<file path="src/rtl/mx_rx_pkg.sv">
// +----------------------------------------------------------------------+
// | mx_rx_pkg : shared state encoding and defaults for the Manchester RX |
// | Rev 1.0                                                              |
// +----------------------------------------------------------------------+
`default_nettype none

package mx_rx_pkg;

   typedef enum logic [2:0] {
      ST_IDLE = 3'd0,
      ST_PRE  = 3'd1,
      ST_SFD  = 3'd2,
      ST_DATA = 3'd3,
      ST_ERR  = 3'd4
   } rx_state_t;

   localparam logic [7:0] SFD_DEFAULT = 8'hD0;

endpackage

`default_nettype wire

</file>
<file path="src/rtl/mx_idle_timer.sv">
// +----------------------------------------------------------------------+
// | mx_idle_timer : counts samp_clk ticks since the last bit pulse       |
// | Rev 1.0                                                              |
// +----------------------------------------------------------------------+
`default_nettype none

module mx_idle_timer #(
   parameter int IDLE_SAMP = 24
) (
   input  logic clk,
   input  logic reset,
   input  logic samp_clk,
   input  logic clear,
   output logic timeout
);

   localparam int              c_TW  = $clog2(IDLE_SAMP + 1);
   localparam logic [c_TW-1:0] c_SAT = c_TW'(IDLE_SAMP);
   localparam logic [c_TW-1:0] c_ONE = c_TW'(1);

   logic [c_TW-1:0] r_cnt;

   always_ff @(posedge clk or negedge reset) begin
      if (!reset) begin
         r_cnt <= '0;
      end else if (clear) begin
         r_cnt <= '0;
      end else if (samp_clk && (r_cnt != c_SAT)) begin
         r_cnt <= r_cnt + c_ONE;
      end
   end

   // Fires only on the tick that reaches saturation, so once per idle period
   assign timeout = samp_clk && !clear && (r_cnt == (c_SAT - c_ONE));

endmodule

`default_nettype wire

</file>
<file path="src/rtl/mx_rx_ctrl.sv">
// +----------------------------------------------------------------------+
// | mx_rx_ctrl : preamble/SFD/byte framing and host handshake for RX     |
// | Rev 1.0                                                              |
// +----------------------------------------------------------------------+
`default_nettype none

module mx_rx_ctrl
   import mx_rx_pkg::*;
#(
   parameter int         NUM_SAMP  = 16,
   parameter int         IDLE_SAMP = NUM_SAMP + NUM_SAMP / 2,
   parameter int         PRE_BITS  = 16,
   parameter logic [7:0] SFD       = SFD_DEFAULT,
   parameter int         SFD_WIN   = 16
) (
   input  logic       clk,
   input  logic       reset,
   input  logic       samp_clk,
   input  logic       bit_zero,
   input  logic       bit_one,
   input  logic       data_ready,
   output logic [7:0] data_out,
   output logic       data_valid,
   output logic       cardet,
   output logic       frame_done,
   output logic       error,
   output logic [2:0] state_dbg
);

   localparam int c_AW = $clog2(PRE_BITS + 1);
   localparam int c_WW = $clog2(SFD_WIN + 1);

   rx_state_t       r_state, w_state_nx;
   logic [c_AW-1:0] r_alt_cnt, w_alt_nx, w_alt_inc;
   logic [c_WW-1:0] r_win_cnt, w_win_nx;
   logic            r_last_bit, w_last_nx;
   logic [7:0]      r_sr, w_sr_nx, w_sr_shift;
   logic [2:0]      r_bit_cnt, w_bit_cnt_nx;
   logic [7:0]      r_data_out, w_data_out_nx;
   logic            r_data_valid, w_dv_nx;
   logic            r_cardet, w_cardet_nx;
   logic            r_frame_done, w_fd_nx;
   logic            r_error, w_err_nx;
   logic            w_to_err;
   logic            w_bit_evt, w_invalid, w_bit, w_timeout;

   assign w_bit_evt  = bit_zero ^ bit_one;
   assign w_invalid  = bit_zero & bit_one;
   assign w_bit      = bit_one;
   assign w_sr_shift = {w_bit, r_sr[7:1]};
   assign w_alt_inc  = r_alt_cnt + c_AW'(1);

   mx_idle_timer #(
      .IDLE_SAMP (IDLE_SAMP)
   ) u_idle_timer (
      .clk      (clk),
      .reset    (reset),
      .samp_clk (samp_clk),
      .clear    (bit_zero | bit_one),
      .timeout  (w_timeout)
   );

   always_comb begin
      w_state_nx    = r_state;
      w_alt_nx      = r_alt_cnt;
      w_win_nx      = r_win_cnt;
      w_last_nx     = r_last_bit;
      w_sr_nx       = r_sr;
      w_bit_cnt_nx  = r_bit_cnt;
      w_data_out_nx = r_data_out;
      w_dv_nx       = r_data_valid & ~data_ready;
      w_cardet_nx   = r_cardet;
      w_fd_nx       = 1'b0;
      w_err_nx      = 1'b0;
      w_to_err      = 1'b0;

      case (r_state)
         ST_IDLE: begin
            w_cardet_nx = 1'b0;
            if (w_bit_evt) begin
               w_state_nx = ST_PRE;
               w_alt_nx   = c_AW'(1);
               w_last_nx  = w_bit;
            end
         end
         ST_PRE: begin
            if (w_timeout) begin
               w_state_nx = ST_IDLE;
            end else if (w_invalid) begin
               w_alt_nx = '0;
            end else if (w_bit_evt) begin
               w_last_nx = w_bit;
               w_alt_nx  = (w_bit != r_last_bit) ? w_alt_inc : c_AW'(1);
               if (w_alt_nx == c_AW'(PRE_BITS)) begin
                  w_state_nx  = ST_SFD;
                  w_cardet_nx = 1'b1;
                  w_sr_nx     = '0;
                  w_win_nx    = '0;
               end
            end
         end
         ST_SFD: begin
            if (w_timeout || w_invalid) begin
               w_to_err = 1'b1;
            end else if (w_bit_evt) begin
               w_sr_nx  = w_sr_shift;
               w_win_nx = r_win_cnt + c_WW'(1);
               if (w_sr_shift == SFD) begin
                  w_state_nx   = ST_DATA;
                  w_bit_cnt_nx = '0;
               end else if (w_win_nx == c_WW'(SFD_WIN)) begin
                  w_to_err = 1'b1;
               end
            end
         end
         ST_DATA: begin
            if (w_invalid) begin
               w_to_err = 1'b1;
            end else if (w_bit_evt) begin
               w_sr_nx      = w_sr_shift;
               w_bit_cnt_nx = r_bit_cnt + 3'd1;
               if (r_bit_cnt == 3'd7) begin
                  // A still-pending byte means the host fell behind: drop the new one
                  if (r_data_valid && !data_ready) begin
                     w_to_err = 1'b1;
                  end else begin
                     w_data_out_nx = w_sr_shift;
                     w_dv_nx       = 1'b1;
                  end
               end
            end else if (w_timeout) begin
               if (r_bit_cnt == 3'd0) begin
                  w_state_nx  = ST_IDLE;
                  w_fd_nx     = 1'b1;
                  w_cardet_nx = 1'b0;
               end else begin
                  w_to_err = 1'b1;
               end
            end
         end
         ST_ERR: begin
            w_cardet_nx = 1'b0;
            if (w_timeout) begin
               w_state_nx = ST_IDLE;
            end
         end
         default: begin
            w_state_nx = ST_IDLE;
         end
      endcase

      if (w_to_err) begin
         w_state_nx  = ST_ERR;
         w_err_nx    = 1'b1;
         w_cardet_nx = 1'b0;
      end
   end

   always_ff @(posedge clk or negedge reset) begin
      if (!reset) begin
         r_state      <= ST_IDLE;
         r_alt_cnt    <= '0;
         r_win_cnt    <= '0;
         r_last_bit   <= 1'b0;
         r_sr         <= '0;
         r_bit_cnt    <= '0;
         r_data_out   <= '0;
         r_data_valid <= 1'b0;
         r_cardet     <= 1'b0;
         r_frame_done <= 1'b0;
         r_error      <= 1'b0;
      end else begin
         r_state      <= w_state_nx;
         r_alt_cnt    <= w_alt_nx;
         r_win_cnt    <= w_win_nx;
         r_last_bit   <= w_last_nx;
         r_sr         <= w_sr_nx;
         r_bit_cnt    <= w_bit_cnt_nx;
         r_data_out   <= w_data_out_nx;
         r_data_valid <= w_dv_nx;
         r_cardet     <= w_cardet_nx;
         r_frame_done <= w_fd_nx;
         r_error      <= w_err_nx;
      end
   end

   assign data_out   = r_data_out;
   assign data_valid = r_data_valid;
   assign cardet     = r_cardet;
   assign frame_done = r_frame_done;
   assign error      = r_error;
   assign state_dbg  = r_state;

endmodule

`default_nettype wire
</file>
<file path="config.mk">
export PLATFORM = sky130hd
export DESIGN_NAME = mx_rx_ctrl
export DESIGN_NICKNAME = d
export VERILOG_FILES = /design/src/rtl/mx_rx_pkg.sv /design/src/rtl/mx_idle_timer.sv /design/src/rtl/mx_rx_ctrl.sv
export SDC_FILE = /design/constraint.sdc
export NUM_CORES = 1
export LEC_CHECK = 0
export CAP_MARGIN = 40
export CORE_MARGIN = 2
export CORE_UTILIZATION = 45
export DETAILED_ROUTE_END_ITERATION = 6
export GPL_TIMING_DRIVEN = 0
export PLACE_DENSITY_LB_ADDON = 0.3
export SETUP_SLACK_MARGIN = 0.1
export SLEW_MARGIN = 10
export SYNTH_ARGS = -nofsm -noshare
export SYNTH_HDL_FRONTEND = slang
export SYNTH_SLANG_ARGS = --single-unit
export TNS_END_PERCENT = 20
</file>
<file path="constraint.sdc">
create_clock -name clk -period 2.5 [get_ports clk]
set_input_delay 0.5 -clock clk [delete_from_list [all_inputs] [get_ports clk]]
set_output_delay 0.5 -clock clk [all_outputs]
set_load 0.02 [all_outputs]
</file>
**After elaboration in Yosys (flattened, before gate mapping)**

Cells that the tools add are included.

- Bits in registers: 42
- Bits in latches: 0
- RAM bits: 0
- Bits in read-only memories: 0
- Output and inout bits: 15
- Logic and storage cells: 165
- Memories: 0

- Add/subtract/negate cells: 4
- Multipliers: 0
- Divide/modulo/power cells: 0
- $lt $le $gt $ge: 0
- Eq/ne operators: 38
- Shift-type cells: 0
- Multiplexer cells: 80
- Bitwise operators: 7
- Reduce and logical (&&, ||, !) cells: 24

Operators by type and width:

| operator | number |
|---|---|
| 5-bit 2-to-1 mux | 13 |
| 3-bit 2-to-1 mux | 19 |
| 8-bit 2-to-1 mux | 7 |
| 3-bit != test (second input constant) | 14 |
| 1-bit 2-to-1 mux | 33 |
| 8-bit case mux with 3 select lines | 1 |
| 2-bit != test (second input constant) | 10 |
| 5-bit case mux with 2 select lines | 2 |
| 5-bit by 1-bit adder with 5-bit output (second input constant) | 3 |
| 5-bit equality test (second input constant) | 3 |
| 3-bit case mux with 5 select lines | 1 |
| 7-bit AND reduction | 2 |
| 4-bit != test (second input constant) | 3 |
| 12-bit AND reduction | 1 |
| 9-bit AND reduction | 1 |
| 8-bit equality test (second input constant) | 1 |
| 2-bit nonzero test | 4 |
| 3-bit by 2-bit equality test with 1-bit output (second input constant) | 2 |
| 3-bit equality test (second input constant) | 2 |
| 3-bit logical NOT | 2 |
| 3-bit case mux with 2 select lines | 1 |
| 6-bit AND reduction | 1 |
| 5-bit != test (second input constant) | 1 |
| 5-bit AND reduction | 1 |
| other kinds (17) | 25 |

**Logic depth before layout (Yosys ltp)**

- Word-level depth: 10
- Mapped depth: 8
- Gate-level depth less buffers: 7

**By module**

Synthesis repeated with hierarchy kept, for this count alone.

- Cells, all modules: 231
- Area total of the unflattened synthesis: 2312.2 µm²

Modules (own cells, without submodules):

| module | times used | cells an instance | area an instance (µm²) | sequential area each (µm²) |
|---|---|---|---|---|
| mx_rx_ctrl | 1 | 202 | 2024.4 | 900.9 |
| mx_idle_timer | 1 | 29 | 287.8 | 125.1 |

**Worst setup path after synthesis**

No wires, ideal clock.

- Kind: input to register
- Start point: input port bit_one
- End point: register r_data_out[3] (netlist: data_out[3])
- Setup time: 0.125 ns
- Arrival: 2.023 ns
- Required time: 2.375 ns
- Path slack: 0.352 ns
- Stages: 7
- Cells stage by stage: inv_1 ha_1 nor2b_1 and3_1 nand3_1 clkbuf_1 mux2_2

- Word-level cells in the longest chain between the ends: 3

Ends and longest elaborated chain:

| item | line | RTL |
|---|---|---|
| from (decl) | mx_rx_ctrl.sv:20 | `input logic bit_one,` |
| 1-bit bitwise AND | mx_rx_ctrl.sv:48 | `assign w_invalid = bit_zero & bit_one;` |
| 1-bit inverter (no line) | -- |  |
| 5-bit AND reduction (no line) (*) | -- |  |
| to (signal assigned) | mx_rx_ctrl.sv:179 | `r_data_out <= w_data_out_nx;` |
| to (decl) | mx_rx_ctrl.sv:39 | `logic [7:0] r_data_out, w_data_out_nx;` |

Mark *: on every way between the ends. The rest lies on a longest branch, timed or not.
A chain may end at the register's enable or synchronous reset.

**Worst setup path in the final report**

- Start point: input port bit_zero
- End point: register r_data_out[5] (netlist: data_out[5])

- Word-level cells in the longest chain between the ends: 3

Ends and longest elaborated chain:

| item | line | RTL |
|---|---|---|
| from (decl) | mx_rx_ctrl.sv:19 | `input logic bit_zero,` |
| 1-bit bitwise AND | mx_rx_ctrl.sv:48 |  |
| 1-bit inverter (no line) | -- |  |
| 5-bit AND reduction (no line) (*) | -- |  |

Marks and branches as above.

==> impl_metrics.toml <==
[synth]
yosys.area_share.xor_xnor = 0.0350
synth.area.top_cells = "dfrtp_1 (46%), ha_1 (5.6%), mux2_2 (4.5%), mux2i_1 (4.0%), nand2_1 (4.0%)"
synth_fa_ha_area_frac = 0.0556
synth_area_mm2 = 0.00225
syn-num-nets = 240
synth_ff_type = "dfrtp_1"
synth_compound_area_frac = 0.137
ys_warn_count = 0
async_reset_ff_frac = 1.00
netlist_instances = 224
yosys.area_share.simple = 0.196
synth_edf_count = 0
synth_cell_types = 48
ys_seq_area_frac = 0.456
yosysTopAreaCell = "dfrtp_1"
synth.top_cell.area_share = 0.456
synth_top_family_by_area = "simple AND/OR/NAND/NOR gates"
synth_area_per_cell_um2 = 10.0
ys_ff_latch = 41
synth.area.mux_share = 0.0851

[final_layout]
layout_common_cells = "dfrtp_1 (41), nand2_1 (24), clkdlybuf4s50_1 (18)"
layout_commonest_cell = "dfrtp_1"
nets = 268
postLayoutCellArea_mm2 = 0.00272
antenna_cells = 0
area_growth_pct = 21.0
drive_gt1_frac = 0.123
nFillCells = 422

[clock_network]
insertion_delay_ns = 0.30
cts_hold_buf = 0
root_buffer = "clkbuf_8"
cts_tree = "built"
cts_buffers = 5
htreeDepth = 2
clkTransAtPathRegs_ns = 0.08
clockBufferDepth = 2
cts_setup_buffers = 0
numClockSinks = 41

[grt]
grt_first_pass_wirelength_um = 8050
grt_usage = 0.192
grt_pass1_vias = 1731
antenna_found_initial = 0
use_met3 = 0.0415
overflow = 0
grt_util_met1 = 0.243
gr-usage-met2 = 0.320
grt_max_degree = 26
top_usage_layer = "met2"

[run]
cap_violations = 0

[sta]
finalHoldViolCount = 0
skew_ns = 0.00954
grt_setup_unrepaired = "true"
setup_tns_ns = 0
setup_viol = 0
worstMarginPinSlew_ns = 0.659
min_period_over_period = 0.931
slew_violations = 0
max-slew-margin-rel = 0.558
period_needed_ns = 2.33
fmax_mhz = 430

[routing]
drt_iter0_drc = 104
num_vias = 1721
ant_nets = 0
drc = 0
viasPerCell = 5.38
first_pass_iters = 4
wirelength_um = 4690
wl_per_cell_um = 14.7

[worst_setup_path]
reg2reg_from = "r_alt_cnt[0]"
critPathSlowestCell = "clkdlybuf4s50_1"
critPathCaptureType = "flop"
critPathRequiredTime_ns = 2.68
crit_path_cell_trace = "clkdlybuf4s50_1 > inv_1 > ha_4 > nor2b_4 > and3_2 > nand3_1 > clkbuf_2 > mux2_2"
crit_buf_inv = 3
crit_type = "in2reg"
worstPathMaxFanout = 10
critical_path_depth = 8
r2r_cells = 6
max_stage_delay_ns = 0.50
crit_arrival_ns = 2.51
crit_start = "bit_zero"
cp-start-kind = "input port"
cp_top_family = "buffers and inverters"

[die]
die_area_mm2 = 0.00558
fp-row-count = 25
die_h_um = 74.7
io_pins = 21
die_w_um = 74.7
core_mm2 = 0.00479
initial_core_util = 0.470

[status]
status = "finished clean"

[power]
irDropWorstVdd_mv = 0.510
power_density_mw_per_mm2 = 912
fin_total_pwr_uw = 2480
p_leak_uw = 0.00119

[placed_design]
io_buffers = 20
routabilityCongestion = 0.805
dpl.hpwl_um = 3340
place_area_mm2 = 0.00255

[hold_path]
hold_class = "in2async"
[worst reg2reg max path, delay by kind of cell, from the launching register on]
family                     cells  cell delay (ns)
muxes                          1             0.21
DFF                            1             0.43
xor gates and xnor gates       1             0.15
and+or+nand+nor                1             0.41
adders and majority gates      1             0.29
AOI/OAI and AO/OA              2             0.68
[cells by family (layout without fill, tap and decap cells)]
family	after synthesis	in the layout
muxes	18	18
buffers and inverters	21	50
adders and majority gates	10	10
and+or+nand+nor	82	82
DFF	41	41
AOI/OAI and AO/OA	43	43
xor gates and xnor gates	9	9
[layout make-up]
| type | count | area, µm² | share of cell area |
|---|---|---|---|
| Clock inverter | 1 | 30.0 | 0.0110 |
| Buffer | 5 | 21.3 | 0.00781 |
| Multi-Input combinational cell | 162 | 1200 | 0.441 |
| Timing Repair Buffer | 21 | 214 | 0.0786 |
| Inverter | 16 | 60.1 | 0.0221 |
| Tap cell | 67 | 83.8 | 0.0308 |
| Sequential cell | 41 | 1030 | 0.377 |
| Clock buffer | 7 | 86.3 | 0.0317 |
[repair_timing]
item,4_1_cts,5_1_grt
gates resized for setup,12,1
endpoints found under the setup margin,19,7
endpoints found under the hold margin,0,0
[flip-flops by register name (all words and copies together) (netlist names)]
signal and flops:
cardet 1, data_out 8, data_valid 1, error 1, frame_done 1, r_alt_cnt 5, r_bit_cnt 3, r_last_bit 1
r_sr 7, r_win_cnt 5, state_dbg 3, u_idle_timer.r_cnt 5
[per-stage QoR]
step / instances / worst slack (ns) / hold slack, ns / utilization
CTS: 320 / 0.196 / 0.123 / 0.567
floorplan: 224 / 0.352 / 0.204 / -
global route: 320 / 0.0719 / 0.142 / 0.569
global placement: 311 / -0.742 / 0.465 / 0.529
finish: 320 / 0.172 / 0.118 / 0.569
detailed placement: 312 / -0.738 / 0.452 / 0.533
[final timing paths]
path,slack [ns],endpoint
worst max-delay path,0.17,data_out[5]
worst min-delay path,0.12,u_idle_timer.r_cnt[1]
worst max register to register,0.24,state_dbg[0]
worst min register to register,0.50,data_out[0]
max in group asynchronous,1.92,r_sr[5]
min in group clk,0.50,data_out[0]
[cells in the mapped netlist, drive strengths merged (2+ instances only)]
cell and instances:
dfrtp 41, nand2b 2, mux2i 9, xor2 2, nor3b 2, mux2 9, a22o 3, clkbuf 4
a21oi 4, xnor2 7, and2 4, and3 4, nand4 2, nor2b 8, ha 10, nand3 10
o31ai 2, nor2 7, a211oi 5, or3 3, nand2 24, a41oi 2, nand3b 3, o22ai 2
inv 16, o221ai 2, o21ai 14, nor3 6
[layer usage]
layer  share of wire  up-vias
met5               0        -
met4           0.022        0
met3           0.021        9
met2            0.49       17
met1            0.47      840
li1                -      855
[where the power goes]
group          total (µW)  internal [µW]  switching, µW  leakage (µW)
registers             971            820            151      0.000551
clock network         551            326            225     0.0000585
logic                 960            427            533      0.000585
Note: power is estimated with default switching activity, not from simulation.
